File: src/rtl/dmac_pkg.sv
// Shared state encoding and default sizing for the DMAC channel arbiter.
// Latency: none (declarations only).
// Backpressure: none (declarations only).
package dmac_pkg;

  localparam int DMAC_NUM_CH  = 4;
  localparam int DMAC_QUOTA_W = 4;

  typedef enum logic [1:0] {
    IDLE   = 2'd0,
    REQ    = 2'd1,
    ACTIVE = 2'd2,
    DONE   = 2'd3
  } arb_state_t;

endpackage

File: src/rtl/dmac_rr_picker.sv
// Picks one requesting channel: highest index (fixed) or first at/after ptr (round-robin).
// Latency: purely combinational, zero cycles.
// Backpressure: none; valid simply reflects whether any request is present.
module dmac_rr_picker #(
  parameter int NUM_CH = 4
) (
  input  logic [NUM_CH-1:0]         req,
  input  logic [$clog2(NUM_CH)-1:0] ptr,
  input  logic                      rr_mode,
  output logic                      valid,
  output logic [$clog2(NUM_CH)-1:0] idx
);

  localparam int IDX_W = $clog2(NUM_CH);

  logic             found;
  logic [IDX_W:0]   sum;
  logic [IDX_W-1:0] cand;

  // Scan candidates in priority order; the sum is one bit wider so the wrap works for any NUM_CH.
  always_comb begin
    valid = |req;
    idx   = '0;
    found = 1'b0;
    sum   = '0;
    cand  = '0;
    if (rr_mode) begin
      for (int k = 0; k < NUM_CH; k++) begin
        sum = {1'b0, ptr} + (IDX_W+1)'(k);
        if (sum >= (IDX_W+1)'(NUM_CH)) begin
          sum = sum - (IDX_W+1)'(NUM_CH);
        end
        cand = sum[IDX_W-1:0];
        if (!found && req[cand]) begin
          found = 1'b1;
          idx   = cand;
        end
      end
    end else begin
      for (int k = 0; k < NUM_CH; k++) begin
        if (req[k]) begin
          idx = IDX_W'(k);
        end
      end
    end
  end

endmodule

File: src/rtl/dmac_chan_arbiter.sv
// Arbitrates peripheral DMA requests onto one AHB master tenure with optional beat quota.
// Latency: 1 clk DmacReq->Bus_Req; Bus_Grant->Channel_en 1 clk; ch_done->ReqAck 1 clk.
// Backpressure: Bus_Grant low holds the channel in REQ (counter kept) until re-granted.
module dmac_chan_arbiter
  import dmac_pkg::*;
#(
  parameter int NUM_CH  = DMAC_NUM_CH,
  parameter int QUOTA_W = DMAC_QUOTA_W
) (
  input  logic                      clk,
  input  logic                      rst,
  input  logic [NUM_CH-1:0]         DmacReq,
  input  logic                      rr_mode,
  input  logic [QUOTA_W-1:0]        quota,
  input  logic                      Bus_Grant,
  input  logic                      beat_done,
  input  logic                      ch_done,
  output logic                      Bus_Req,
  output logic [NUM_CH-1:0]         Channel_en,
  output logic [NUM_CH-1:0]         ReqAck,
  output logic [$clog2(NUM_CH)-1:0] active_ch,
  output logic                      busy
);

  localparam int               IDX_W    = $clog2(NUM_CH);
  localparam logic [IDX_W-1:0] LAST_IDX = IDX_W'(NUM_CH - 1);

  arb_state_t         state_q, state_d;
  logic [IDX_W-1:0]   active_ch_q, active_ch_d;
  logic [IDX_W-1:0]   rr_ptr_q, rr_ptr_d;
  logic [QUOTA_W-1:0] cnt_q, cnt_d;
  logic               bus_req_q, bus_req_d;
  logic [NUM_CH-1:0]  chan_en_q, chan_en_d;
  logic [NUM_CH-1:0]  req_ack_q, req_ack_d;
  logic               busy_q, busy_d;

  logic [NUM_CH-1:0]  cur_oh;
  logic [NUM_CH-1:0]  nxt_oh;
  logic [NUM_CH-1:0]  pick_req;
  logic               pick_vld;
  logic [IDX_W-1:0]   pick_idx;
  logic [IDX_W-1:0]   ptr_after_pick;
  logic               other_pending;
  logic               quota_hit;

  // One-hot of the latched channel; during a tenure it is masked out of re-arbitration.
  always_comb begin
    cur_oh              = '0;
    cur_oh[active_ch_q] = 1'b1;
    other_pending       = |(DmacReq & ~cur_oh);
    pick_req            = (state_q == ACTIVE) ? (DmacReq & ~cur_oh) : DmacReq;
  end

  dmac_rr_picker #(
    .NUM_CH (NUM_CH)
  ) u_picker (
    .req     (pick_req),
    .ptr     (rr_ptr_q),
    .rr_mode (rr_mode),
    .valid   (pick_vld),
    .idx     (pick_idx)
  );

  // Round-robin pointer advances to the slot after whichever channel is latched.
  always_comb begin
    ptr_after_pick = (pick_idx == LAST_IDX) ? '0 : pick_idx + 1'b1;
    quota_hit      = (quota != '0) && beat_done && (cnt_q == (quota - QUOTA_W'(1)));
  end

  // Next-state, winner latch and beat counter; ch_done outranks quota expiry and grant loss.
  always_comb begin
    state_d     = state_q;
    active_ch_d = active_ch_q;
    rr_ptr_d    = rr_ptr_q;
    cnt_d       = cnt_q;
    case (state_q)
      IDLE: begin
        if (pick_vld) begin
          active_ch_d = pick_idx;
          rr_ptr_d    = ptr_after_pick;
          cnt_d       = '0;
          state_d     = REQ;
        end
      end
      REQ: begin
        if (Bus_Grant) begin
          state_d = ACTIVE;
        end
      end
      ACTIVE: begin
        if (ch_done) begin
          state_d = DONE;
        end else if (quota_hit && other_pending) begin
          active_ch_d = pick_idx;
          rr_ptr_d    = ptr_after_pick;
          cnt_d       = '0;
          state_d     = REQ;
        end else begin
          if (quota_hit) begin
            cnt_d = '0;
          end else if (beat_done) begin
            cnt_d = cnt_q + QUOTA_W'(1);
          end
          if (!Bus_Grant) begin
            state_d = REQ;
          end
        end
      end
      DONE: begin
        cnt_d   = '0;
        state_d = IDLE;
      end
      default: begin
        state_d = IDLE;
      end
    endcase
  end

  // Outputs are precomputed from the next state so they leave straight from flops.
  always_comb begin
    nxt_oh              = '0;
    nxt_oh[active_ch_d] = 1'b1;
    bus_req_d           = (state_d == REQ) || (state_d == ACTIVE);
    chan_en_d           = (state_d == ACTIVE) ? nxt_oh : '0;
    req_ack_d           = (state_d == DONE) ? nxt_oh : '0;
    busy_d              = (state_d != IDLE);
  end

  // All arbiter state; reset abandons any tenure without acknowledging it.
  always_ff @(posedge clk) begin
    if (rst) begin
      state_q     <= IDLE;
      active_ch_q <= '0;
      rr_ptr_q    <= '0;
      cnt_q       <= '0;
      bus_req_q   <= 1'b0;
      chan_en_q   <= '0;
      req_ack_q   <= '0;
      busy_q      <= 1'b0;
    end else begin
      state_q     <= state_d;
      active_ch_q <= active_ch_d;
      rr_ptr_q    <= rr_ptr_d;
      cnt_q       <= cnt_d;
      bus_req_q   <= bus_req_d;
      chan_en_q   <= chan_en_d;
      req_ack_q   <= req_ack_d;
      busy_q      <= busy_d;
    end
  end

  assign Bus_Req    = bus_req_q;
  assign Channel_en = chan_en_q;
  assign ReqAck     = req_ack_q;
  assign active_ch  = active_ch_q;
  assign busy       = busy_q;

endmodule

File: config.mk
export PLATFORM = sky130hd
export DESIGN_NAME = dmac_chan_arbiter
export DESIGN_NICKNAME = d
export VERILOG_FILES = /design/src/rtl/dmac_pkg.sv /design/src/rtl/dmac_rr_picker.sv /design/src/rtl/dmac_chan_arbiter.sv
export SDC_FILE = /design/constraint.sdc
export NUM_CORES = 1
export LEC_CHECK = 0
export ABC_AREA = 1
export BUFFER_PORTS_ARGS = -buffer_cell sky130_fd_sc_hd__buf_2
export CAP_MARGIN = 0
export CORE_ASPECT_RATIO = 0.8
export CORE_MARGIN = 8
export CORE_UTILIZATION = 34
export CTS_BUF_LIST = sky130_fd_sc_hd__clkbuf_8
export CTS_CLUSTER_SIZE = 12
export DETAILED_ROUTE_END_ITERATION = 8
export MAX_ROUTING_LAYER = met4
export PLACE_DENSITY = 0.54
export SYNTH_ARGS = -nofsm -noshare
export SYNTH_HDL_FRONTEND = slang
export SYNTH_SLANG_ARGS = --single-unit
File: constraint.sdc
create_clock -name clk -period 2.3 [get_ports clk]
set_input_delay 0.46 -clock clk [delete_from_list [all_inputs] [get_ports clk]]
set_output_delay 0.46 -clock clk [all_outputs]
set_load 0.05 [all_outputs]
==> flow_summary.yaml, run 1 <==
synth:
  syn_area_per_cell_um2: 6.285
  yosys.cell_types.count: 27
  synth_seq_cells: 20
  async_flop_share_pct: 0
  yosys_warnings: 0
  synth_flop_cell: "dfxtp_1"
  synthCells: 215
  synth.cell_area_um2: 1351
  synth_seq_area_share_pct: 29.63
  synth-edff-count: 0
  synth_fp_nets: 236
timing:
  relSlewSlack_pct: 81.92
  hold_ws_ns: 0.4835
  finClkSkew_ns: 0.001178
  min_period_over_period_pct: 90.67
  hold_viol_final: 0
  setup_viol: 0
  fin_crit_ns: 2.085
  slew_violations: 0
  worstMarginPinSlew_ns: 0.2699
  fmax_ghz: 0.4795
grt:
  grt_pass1_wl_um: 5464
  antenna_found_initial: 0
  overflow: 0
  grt_usage_pct: 10.78
  grt_pass1_vias: 1283
  grt_max_degree: 12
clock_tree:
  cts.sinks: 20
  path_clk_slew_ns: 0.07
  clock_path_buffers: 2
  postCtsSetupBuffers: 0
  htreeDepth: 1
  cts_buffers: 3
  clk_latency_ns: 0.25
  clock-root-buffer: "clkbuf_8"
  cts.hold.buffers_added: 0
  cts_tree: "yes"
final_layout:
  layout_common_cells: "58 x nand2_1, 29 x inv_1, 28 x nand3_1"
  final_common_cell: "nand2_1"
  utilization_pct: 43.85
  antenna_cells: 0
  fin_nets: 271
  syn_to_final_growth_pct: 23.43
  drive_gt1_share_pct: 24.10
power_and_ir_drop:
  vdd_drop_max_uv: 375.4
  p_leak_nw: 0.8915
  p_total_mw: 1.314
  power_density_nw_per_um2: 787.8
die:
  start_util_pct: 35.53
  rows: 20
  die-area_um2: 6260
  coreArea_um2: 3804
  io_pins: 26
  die_w_um: 86.49
  chipHeight_um: 72.39
critical_path:
  crit_path_start_kind: "flip-flop"
  endpoint_kind: "flip-flop"
  cp.arrival_ns: 2.23
  critPathMaxFanout: 6
  cp.required_ns: 2.45
  critical_path_class: "flip-flop to flip-flop"
placement:
  portBuffers: 25
  dp_hpwl_um: 2567
  gp_congestion: 0.8043
routing:
  drt-total-wl_um: 3122
  dr.pass1.iters: 4
  drc: 0
  ant_nets: 0
  num_vias: 1369
  wl_per_cell_um: 10.27
  viasPerCell: 4.503
  drtIter0Drc: 63
min_path:
  worstHoldPathType: "primary input to flip-flop"
status:
  status: "finished, final reports clean"
run:
  maxCapViolCount: 0
-- cell type report --
cell class | instances | area (um2)
inverters | 34 | 127.6
fillers | 434 | 2136
multi-input cells | 159 | 835.8
repair buffers | 32 | 177.7
clock buffers | 4 | 55.05
flip-flops and latches | 20 | 402.9
well taps | 55 | 68.82
-- layer usage --
layer,global-route usage (%),wire length (um)
met4,4.000,36
met1,15.36,1748
met5,-,0
met3,2.032,141
met2,14.38,1196
-- metrics by stage --
| step | worst slack, ns | std cells | area (um2) | TNS [ns] |
|---|---|---|---|---|
| global route | -0.02672 | 304 | 1668 | -0.02672 |
| detailed placement | -0.07541 | 300 | 1589 | -0.3181 |
| finish | 0.2147 | 304 | 1668 | 0 |
| global placement | -0.03720 | 300 | 1589 | -0.2246 |
| CTS | 0.2029 | 304 | 1644 | 0 |
| floorplan | 0.1499 | 215 | 1351 | 0 |
-- path summary, 6_finish.rpt --
check	startpoint	to	slack (ns)	cells after the start
setup / recovery	active_ch[1]	rr_ptr_q[1]	0.21	16
hold / removal	rst	Bus_Req	0.48	2
setup reg to reg	active_ch[1]	rr_ptr_q[1]	0.21	16
hold reg to reg	cnt_q[1]	cnt_q[1]	0.54	2
-- critical path: stages, from the launching register on --
cell	delay, ns
dfxtp_1	0.47
nand2_1	0.09
nand2_1	0.14
nand3_1	0.13
nand2_2	0.11
nand2_1	0.05
nand2_1	0.08
nand2_1	0.07
inv_1	0.07
nand2_1	0.05
nand3_1	0.06
nand2_1	0.06
nand2_1	0.08
inv_1	0.05
ha_1	0.26
o21ai_0	0.16
a21oi_1	0.05
-- sequential cells by signal, indices dropped and copies added (netlist names) --
register    count
Channel_en      4
ReqAck          4
cnt_q           4
active_ch       2
rr_ptr_q        2
state_q         2
Bus_Req         1
busy            1
-- where the power goes --
group	leakage, nW	internal [mW]	total [mW]	switching, mW
registers	0.164	0.385	0.435	0.0504
clock network	0.0288	0.152	0.263	0.111
logic	0.699	0.213	0.615	0.402
-- what timing repair did --
action                     4_1_cts  5_1_grt
gates resized for setup          0       10
setup endpoints to repair        0        3
hold endpoints to repair         0        0
-- kinds of logic after synthesis --
| logic type | Yosys count | synth area share (%) |
|---|---|---|
| fa+ha+maj | 7 | 6.481 |
| simple gates | 127 | 41.94 |
| flops | 20 | 29.63 |
| xor+xnor | 4 | 3.149 |
| compound gates | 21 | 8.704 |
| buf+inv | 36 | 10.09 |
-- synth_stat cells (4+ instances only) --
library cell	n	area share [%]
nand2_1	61	17
inv_1	30	8.3
nand3_1	29	11
dfxtp_1	20	30
nor2_1	19	5.3
a21oi_1	8	3.0
ha_1	7	6.5
o21ai_0	7	2.6
inv_2	4	1.1
nand2_2	4	1.9
Power figures use the tool's default switching activity.
==> run 2: changes to the inputs <==
--- a/config.mk
+++ b/config.mk
@@ -9,7 +9,6 @@
 export BUFFER_PORTS_ARGS = -buffer_cell sky130_fd_sc_hd__buf_2
 export CAP_MARGIN = 0
 export CORE_ASPECT_RATIO = 0.8
-export CORE_MARGIN = 8
 export CORE_UTILIZATION = 34
 export CTS_BUF_LIST = sky130_fd_sc_hd__clkbuf_8
 export CTS_CLUSTER_SIZE = 12
==> run 2 against run 1 <==
  * Register-to-register slack about the same
  * First-iteration DRC count rose by 21%
  * Hold slack improved by 0.0013 ns
  * Clock power is 33% higher
  * Count of clock-buffer cells in the layout fell by 1
  * Global-route usage up 5.6 points
  * Critical endpoint unchanged
  * Via count shrank 0.80%
  * Clock skew increased by 0.00087 ns
==> flow_summary.yaml, run 2 (same netlist as run 1, synthesis figures left out) <==
status:
  status: "finished, final reports clean"
die:
  coreArea_um2: 3804
  rows: 20
  chipHeight_um: 58.39
  die-area_um2: 4232
  start_util_pct: 35.53
  die_w_um: 72.49
  io_pins: 26
final_layout:
  layout_common_cells: "61 x nand2_1, 29 x inv_1, 28 x nand3_1"
  syn_to_final_growth_pct: 22.32
  utilization_pct: 43.45
  drive_gt1_share_pct: 21.86
  design_area_um2: 1653
  antenna_cells: 0
  final_common_cell: "nand2_1"
  instances_no_fill: 302
  fin_nets: 269
routing:
  drt-total-wl_um: 2966
  drtIter0Drc: 76
  wl_per_cell_um: 9.821
  ant_nets: 0
  drc: 0
  num_vias: 1358
  dr.pass1.iters: 4
  viasPerCell: 4.497
timing:
  relSlewSlack_pct: 75.00
  hold_viol_final: 0
  fmax_ghz: 0.4765
  worstMarginPinSlew_ns: 0.3745
  finClkSkew_ns: 0.002053
  min_period_over_period_pct: 91.24
  slew_violations: 0
  fin_tns_setup_ns: 0
  fin_crit_ns: 2.099
  rsz0062_at_grt: "no"
  setup_viol: 0
grt:
  grt_pass1_wl_um: 5340
  overflow: 0
  grt_max_degree: 13
  grt_pass1_vias: 1249
  antenna_found_initial: 0
  grt_usage_pct: 16.39
clock_tree:
  clock-root-buffer: "clkbuf_8"
  cts.sinks: 20
  clock_path_buffers: 2
  cts_tree: "yes"
  htreeDepth: 1
  postCtsSetupBuffers: 0
  clk_latency_ns: 0.26
  cts_buffers: 3
  path_clk_slew_ns: 0.07
power_and_ir_drop:
  power_density_nw_per_um2: 829.7
  vdd_drop_max_uv: 447.4
  p_leak_nw: 0.8831
critical_path:
  cp.required_ns: 2.45
  critical_path_class: "flip-flop to flip-flop"
  crit_chain: "inv_1 -> nand3_1 -> nand2_1 -> nand2_1 -> nand2_1 -> nand2_1 -> nand2_1 -> a21oi_1 -> nand2_1 -> nand2_1 -> inv_1 -> ha_1 -> o21ai_0 -> a21oi_1"
  cpMostUsedCell: "nand2_1"
  cp.arrival_ns: 2.25
  slowest_delay_ns: 0.55
  critPathMaxFanout: 9
  r2r_cells: 14
  endpoint_kind: "flip-flop"
  crit_path_start_kind: "flip-flop"
  slowest_stage: "dfxtp_1"
placement:
  placed_area_um2: 1574
  portBuffers: 25
  dp_hpwl_um: 2344
  dp.cells: 298
  gp_congestion: 0.7820
run:
  maxCapViolCount: 0
min_path:
  min_path_cells: 2
  worstHoldPathType: "primary input to flip-flop"
## run 2: stage by stage
step | power (mW) | worst slack [ns] | hold slack [ns]
after floorplan | 0.8956 | 0.1499 | 0.4849
after global placement | 1.035 | -0.06709 | 0.5276
after detailed placement | 1.025 | -0.07503 | 0.5228
after CTS | 1.381 | 0.1782 | 0.4911
after global routing | 1.490 | 0.002194 | 0.4939
final | 1.371 | 0.2014 | 0.4848
## run 2: critical path: cells and delay by family (launching register included)
kind                       cells  cell delay, ns
AOI/OAI and AO/OA              3            0.33
adders and majority gates      1            0.25
buffers and inverters          2            0.20
DFF                            1            0.55
and+or+nand+nor                8            0.65
## run 2: what timing repair did
action	CTS	global route
hold buffers	0	0
endpoints found under the setup margin	0	6
gates resized for setup	0	4
## run 2: final cells by class
class | instances | area (um2)
clock buffer | 3 | 41.29
clock inverter | 1 | 30.03
fill | 427 | 2151
sequential | 20 | 402.9
timing repair buffer | 30 | 162.7
multi-input combinational | 159 | 819.5
inverter | 34 | 127.6
tap | 55 | 68.82
## run 2: power by group
group	internal (mW)	switching, mW	leakage, nW
clock network	0.232	0.117	0.0357
logic	0.198	0.391	0.683
registers	0.384	0.0491	0.164
## run 2: final timing paths
kind | slack [ns] | from | end
setup / recovery | 0.20 | rr_ptr_q[0] | rr_ptr_q[1]
hold reg to reg | 0.54 | cnt_q[1] | cnt_q[1]
hold / removal | 0.48 | rst | active_ch[0]
setup reg to reg | 0.20 | rr_ptr_q[0] | rr_ptr_q[1]
## run 2: layer usage
metal  global-route usage (%)  part of all wire, %  vias to the layer above  wire length, um
li1                         -                    -                      745                -
met1                    23.53                   57                      577             1701
met2                    23.90                   38                       32             1125
met3                    2.055                  3.8                        4              114
met4                    5.042                 0.84                        0               25
met5                        -                    0                        -                0
